`src/rtl/reimu_bullet_pkg.sv`:
```
// Shared boss-stage constants and the player shot engine state encoding.
// Boss HP and hitbox sizes are also used by the boss sprite and boss_bullet.
package reimu_bullet_pkg;
    localparam int P_X_MIN   = 8;
    localparam int P_X_MAX   = 432;
    localparam int P_Y_MIN   = 8;
    localparam int P_Y_MAX   = 472;

    localparam int P_BOSS_HP = 100;
    localparam int P_HIT_HW  = 24;
    localparam int P_HIT_HH  = 24;

    typedef enum logic [1:0] {
        IDLE     = 2'd0,
        FIGHT    = 2'd1,
        DEFEATED = 2'd2
    } state_t;
endpackage

```
`src/rtl/reimu_bullet_slot.sv`:
```
// One player bullet: position/valid registers, upward move, boss hitbox test
// and top-of-playfield exit.
module bullet_slot
    import reimu_bullet_pkg::*;
#(
    parameter int SPEED  = 12,
    parameter int HIT_HW = P_HIT_HW,
    parameter int HIT_HH = P_HIT_HH,
    parameter int TOP_Y  = P_Y_MIN
) (
    input  logic       clk22,
    input  logic       i_clr,
    input  logic       i_load,
    input  logic [9:0] i_ld_x,
    input  logic [9:0] i_ld_y,
    input  logic [9:0] i_bossx,
    input  logic [9:0] i_bossy,
    output logic       o_valid,
    output logic [9:0] o_x,
    output logic [9:0] o_y,
    output logic       o_hit
);
    logic       r_valid;
    logic [9:0] r_x, r_y;
    logic [10:0] w_bx, w_by, w_cx, w_cy;
    logic        w_overlap, w_exit;

    // 11-bit compares so centre +/- half-size never wraps
    assign w_bx = {1'b0, r_x};
    assign w_by = {1'b0, r_y};
    assign w_cx = {1'b0, i_bossx};
    assign w_cy = {1'b0, i_bossy};

    assign w_overlap = (w_bx + 11'(HIT_HW) > w_cx) && (w_bx < w_cx + 11'(HIT_HW)) &&
                       (w_by + 11'(HIT_HH) > w_cy) && (w_by < w_cy + 11'(HIT_HH));
    assign w_exit    = w_by < 11'(TOP_Y + SPEED);
    assign o_hit     = r_valid && w_overlap;

    always_ff @(posedge clk22) begin
        if (i_clr) begin
            r_valid <= 1'b0;
            r_x     <= '0;
            r_y     <= '0;
        end else if (i_load) begin
            r_valid <= 1'b1;
            r_x     <= i_ld_x;
            r_y     <= i_ld_y;
        end else if (r_valid) begin
            if (o_hit || w_exit) begin
                r_valid <= 1'b0;
                r_x     <= '0;
                r_y     <= '0;
            end else begin
                r_y <= r_y - 10'(SPEED);
            end
        end
    end

    assign o_valid = r_valid;
    assign o_x     = r_x;
    assign o_y     = r_y;
endmodule

```
`src/rtl/reimu_bullet.sv`:
```
// Player shot engine for the boss stage: bullet pool allocator, fire cooldown,
// boss HP counter and IDLE/FIGHT/DEFEATED control.
module reimu_bullet
    import reimu_bullet_pkg::*;
#(
    parameter int NSLOT    = 4,
    parameter int SPEED    = 12,
    parameter int COOLDOWN = 4,
    parameter int BOSS_HP  = P_BOSS_HP,
    parameter int HIT_HW   = P_HIT_HW,
    parameter int HIT_HH   = P_HIT_HH,
    parameter int TOP_Y    = P_Y_MIN
) (
    input  logic                  clk22,
    input  logic                  rst,
    input  logic                  gamestart,
    input  logic                  boss,
    input  logic                  fire,
    input  logic [9:0]            reimux,
    input  logic [9:0]            reimuy,
    input  logic [9:0]            bossx,
    input  logic [9:0]            bossy,
    output logic [NSLOT-1:0]      bullet_valid,
    output logic [10*NSLOT-1:0]   bullet_x,
    output logic [10*NSLOT-1:0]   bullet_y,
    output logic                  boss_hit,
    output logic [7:0]            boss_hp,
    output logic                  boss_defeated
);
    state_t           r_state, w_state_nxt;
    logic [7:0]       r_cd, r_hp, w_nhit, w_hp_dec;
    logic [NSLOT-1:0] w_hit, w_load;
    logic [9:0]       w_ld_y;
    logic             w_sync_clr, w_any_free, w_spawn, w_in_fight, w_slot_clr, w_reload;

    assign w_sync_clr = rst || gamestart;
    assign w_ld_y     = reimuy - 10'd16;

    always_ff @(posedge clk22) begin
        if (w_sync_clr) r_state <= IDLE;
        else            r_state <= w_state_nxt;
    end

    always_comb begin
        w_state_nxt = r_state;
        case (r_state)
            IDLE:     if (boss) w_state_nxt = FIGHT;
            FIGHT:    if (!boss) w_state_nxt = IDLE;
                      else if (w_nhit != 8'd0 && w_hp_dec == 8'd0) w_state_nxt = DEFEATED;
            DEFEATED: if (!boss) w_state_nxt = IDLE;
            default:  w_state_nxt = IDLE;
        endcase
    end

    // Slots only live while we stay in FIGHT; leaving it (drop or defeat) wipes them
    always_comb begin
        boss_defeated = (r_state == DEFEATED);
        w_in_fight    = (r_state == FIGHT) && (w_state_nxt == FIGHT);
        w_slot_clr    = w_sync_clr || !w_in_fight;
        w_reload      = (w_state_nxt == IDLE);
    end

    // Lowest free slot from registered flags only
    always_comb begin
        w_load     = '0;
        w_any_free = 1'b0;
        for (int i = 0; i < NSLOT; i++) begin
            if (!bullet_valid[i] && !w_any_free) begin
                w_load[i]  = 1'b1;
                w_any_free = 1'b1;
            end
        end
        w_spawn = w_in_fight && fire && (r_cd == 8'd0) && w_any_free;
    end

    always_comb begin
        w_nhit = '0;
        for (int i = 0; i < NSLOT; i++) w_nhit = w_nhit + 8'(w_hit[i]);
        w_hp_dec = (w_nhit >= r_hp) ? 8'd0 : r_hp - w_nhit;
    end

    always_ff @(posedge clk22) begin
        if (w_sync_clr) begin
            r_cd     <= '0;
            r_hp     <= 8'(BOSS_HP);
            boss_hit <= 1'b0;
        end else begin
            if (w_spawn)            r_cd <= 8'(COOLDOWN);
            else if (r_cd != 8'd0)  r_cd <= r_cd - 8'd1;
            boss_hit <= (r_state == FIGHT) && (w_nhit != 8'd0);
            if (w_reload)              r_hp <= 8'(BOSS_HP);
            else if (r_state == FIGHT) r_hp <= w_hp_dec;
        end
    end

    assign boss_hp = r_hp;

    for (genvar gi = 0; gi < NSLOT; gi++) begin : g_slot
        bullet_slot #(
            .SPEED (SPEED),
            .HIT_HW(HIT_HW),
            .HIT_HH(HIT_HH),
            .TOP_Y (TOP_Y)
        ) u_slot (
            .clk22  (clk22),
            .i_clr  (w_slot_clr),
            .i_load (w_spawn && w_load[gi]),
            .i_ld_x (reimux),
            .i_ld_y (w_ld_y),
            .i_bossx(bossx),
            .i_bossy(bossy),
            .o_valid(bullet_valid[gi]),
            .o_x    (bullet_x[10*gi +: 10]),
            .o_y    (bullet_y[10*gi +: 10]),
            .o_hit  (w_hit[gi])
        );
    end
endmodule
```
`config.mk`:
```
export PLATFORM = sky130hd
export DESIGN_NAME = reimu_bullet
export DESIGN_NICKNAME = d
export VERILOG_FILES = /design/src/rtl/reimu_bullet_pkg.sv /design/src/rtl/reimu_bullet_slot.sv /design/src/rtl/reimu_bullet.sv
export SDC_FILE = /design/constraint.sdc
export NUM_CORES = 1
export LEC_CHECK = 0
export ABC_CLOCK_PERIOD_IN_PS = 11000
export BUFFER_PORTS_ARGS = -buffer_cell sky130_fd_sc_hd__buf_2
export CAP_MARGIN = 40
export CORE_MARGIN = 10
export CORE_UTILIZATION = 40
export DETAILED_ROUTE_END_ITERATION = 8
export GPL_TIMING_DRIVEN = 1
export PLACE_DENSITY_LB_ADDON = 0.08
export SKIP_LAST_GASP = 1
export SLEW_MARGIN = 10
export SYNTH_ARGS = -nofsm -noshare
export SYNTH_HDL_FRONTEND = slang
export SYNTH_SLANG_ARGS = --single-unit
```
`constraint.sdc`:
```
create_clock -name clk22 -period 11 [get_ports clk22]
set_input_delay 0.55 -clock clk22 [delete_from_list [all_inputs] [get_ports clk22]]
set_output_delay 0.55 -clock clk22 [all_outputs]
set_load 0.03 [all_outputs]
```
==> flow_summary.json <==
{
  "cts-hold-fix-buffers": 0,
  "clock-sinks": 103,
  "die_h_um": 174,
  "tightestPinTransition_ns": 0.981,
  "syn_area_per_cell_sq_um": 8.29,
  "powerDensity_mw_per_mm2": 85.2,
  "outcome": "complete, no violations",
  "max-vdd-ir-drop_v": 0.000119,
  "n_fill_cell": 2435,
  "rsz0062_at_grt": "false",
  "synth_area_sq_mm": 0.00950,
  "die_area_sq_mm": 0.0303,
  "drc_errors": 0,
  "tritoncts": "yes",
  "grt_pass1_wl_mm": 53.5,
  "synthTopCellsByArea": "ha_1 22%, dfxtp_1 22%, xnor2_1 4.3%",
  "start_util_pct": 40.6,
  "clockBufferDepth": 2,
  "synthFlopType": "dfxtp_1",
  "post_cts_buffers": 0,
  "diodes": 0,
  "regArea_sq_mm": 0.00206,
  "post_cts_resized": 0,
  "place_ws_ns": 2.96,
  "grt.total_usage_pct": 22.2,
  "finalCriticalPeriod_ns": 7.81,
  "grt_max_degree": 29,
  "mostFrequentLayoutCells": "165 x ha_1, 138 x buf_2, 103 x dfxtp_1, 87 x inv_1, 85 x nor2_1",
  "postSynthRegisterBits": 103,
  "overflow": 0,
  "syn_nets": 1358,
  "setup_viol": 0,
  "hold_viol": 0,
  "synth-async-reset-ratio_pct": 0,
  "worst_ep_arrival_time_ns": 8.07,
  "min_path_type": "in -> reg",
  "fmax_mhz": 128,
  "h-tree-depth": 3,
  "grt_pass1_vias": 8913,
  "drt-initial-drc-count": 738,
  "io_buffers": 138,
  "design.core.area_sq_mm": 0.0234,
  "ant_nets": 0,
  "p_leak_nw": 4.69,
  "synth_warnings": 0,
  "crit_required_ns": 11.26,
  "nNetsFinal": 1471,
  "final_common_cell": "ha_1",
  "setup_ws_ns": 3.19,
  "routed_wl_mm": 34.5,
  "finalClockSkew_ns": 0.0110,
  "ys_types": 86,
  "vias_per_cell": 5.89,
  "worstPathCellList": "buf_2, inv_1, ha_1, nor3_1, nand3_1, xnor2_1, ha_1, and3_1, a221oi_1, o22ai_1, or4_1, nor3_1, fa_1, ha_1, ha_1, fa_1, nand2b_1, a21oi_2, nor3_1, o311a_1, a2111oi_4, nor2_2, and3_1, o31a_1",
  "via_count": 9325,
  "path_class": "in -> reg",
  "min_period_over_period_pct": 71.0,
  "cts_made_buffers": 9,
  "cts_root_buffer": "clkbuf_16",
  "cts.clk_slew.worst_paths_ns": 0.08,
  "rows": 56,
  "die_w_um": 174,
  "area_delta_synth_final_pct": 13.0,
  "cpMaxStageDelayCell": "a2111oi_4",
  "max_cap_violations": 0,
  "multi_input_area_sq_mm": 0.00692,
  "crit_family": "compound AO/OA/AOI/OAI gates",
  "critPathMaxStageDelay_ns": 0.98,
  "final.setup.tns_ns": 0,
  "path_common_cell": "ha_1",
  "syn_inst": 1146,
  "synth_top_area_cell": "ha_1",
  "end_kind": "register",
  "first_pass_iters": 5,
  "dp_hpwl_mm": 27.9,
  "drive_above_1_share_pct": 15.4,
  "wl_per_cell_um": 21.8,
  "crit_path_max_fanout": 16,
  "ys_seq_area_share_pct": 21.7,
  "synth_top_area_share_pct": 21.7,
  "post-route-util_pct": 45.9,
  "synth_edf_count": 0,
  "worstSkewPairLatency_ns": 0.36,
  "place.gp.congestion": 0.965,
  "io_pins": 139,
  "slew_headroom_pct": 34.6,
  "timing.critical_path.from_type": "input pin",
  "antenna_found_initial": 0,
  "slew_viol_final": 0,
  "critPathBufInv": 2
}
power by group:
group	internal (W)	switching, W	total (W)
clock network	0.000158	0.000159	0.000317
registers	0.000384	0.0000123	0.000396
logic	0.0000802	0.000121	0.000201
total	0.000622	0.000293	0.000915
flip-flops by register name, indices dropped and copies added (netlist names):
name / flops
boss_hit: 1
g_slot.u_slot.o_x: 40
boss_hp: 8
g_slot.u_slot.o_y: 40
g_slot.u_slot.o_valid: 4
r_cd: 8
r_state: 2
synthesized netlist by cell type, types with 17 or more instances:
cell type	number
nand3_1	38
nor3_1	36
o21ai_0	37
a22o_1	17
clkbuf_1	24
nor2_1	85
ha_1	165
a22oi_1	26
xnor2_1	47
dfxtp_1	103
inv_1	87
nand2_1	68
a21o_1	18
a21oi_1	78
nand4_1	18
layout make-up:
class | instances | share of cell area, %
Sequential cell | 103 | 19.2
Timing Repair Buffer | 146 | 6.99
Clock inverter | 6 | 0.501
Multi-Input combinational cell | 912 | 64.4
Tap cell | 319 | 3.72
Inverter | 87 | 3.04
Clock buffer | 10 | 2.13
worst paths after layout:
check | start | cells after the start | end | slack, ns
hold reg to reg | r_cd[5]$_SDFFE_PP0P_ | 2 | r_cd[5]$_SDFFE_PP0P_ | 0.50
setup reg to reg | g_slot[1].u_slot.o_x[3]$_SDFFE_PP0P_ | 22 | g_slot[3].u_slot.o_y[4]$_SDFFE_PP0P_ | 3.74
setup / recovery | bossy[3] | 24 | g_slot[3].u_slot.o_y[4]$_SDFFE_PP0P_ | 3.19
hold / removal | rst | 2 | r_cd[6]$_SDFFE_PP0P_ | 0.37
worst reg2reg max path: stages (launching register included):
cell and delay, ns:
dfxtp_1 0.47, inv_1 0.13, ha_1 0.25, nor2_1 0.17, xor2_1 0.09, ha_1 0.30
nand4_1 0.18, a211oi_1 0.28, nor4_1 0.13, or4_1 0.56, nor3_1 0.48, fa_1 0.53
ha_1 0.21, ha_1 0.32, fa_1 0.43, nand2b_1 0.21, a21oi_2 0.18, nor3_1 0.09
o311a_1 0.51, a2111oi_4 0.99, nor2_2 0.14, and3_1 0.24, o31a_1 0.27
per-stage QoR:
step                      power, W  cells  area (sq um)  hold slack, ns
after floorplan           0.000545   1146          9500           0.465
after detailed placement  0.000605   1567         10500           0.495
final                     0.000915   1583         10700           0.371
after CTS                 0.000922   1583         10700           0.365
after global placement    0.000605   1565         10400           0.484
after global routing      0.000966   1583         10700           0.382
per-layer routing:
| layer | routed length, um | GRT usage [%] |
|---|---|---|
| met1 | 16000 | 30.0 |
| met2 | 15200 | 34.6 |
| met3 | 2280 | 4.53 |
| met5 | 0 | 0 |
| met4 | 986 | 6.80 |
logic make-up (layout without fill, tap and decap cells):
family                     Yosys count  in the layout  share of synthesized area (%)
AOI/OAI and AO/OA                  343            343                           26.3
xor gates and xnor gates            62             62                           5.71
adders and majority gates          167            167                           22.1
buffers and inverters              131            249                           5.71
DFF                                103            103                           21.7
muxes                                7              7                          0.751
and+or+nand+nor                    333            333                           17.7
Power figures use the tool's default switching activity.
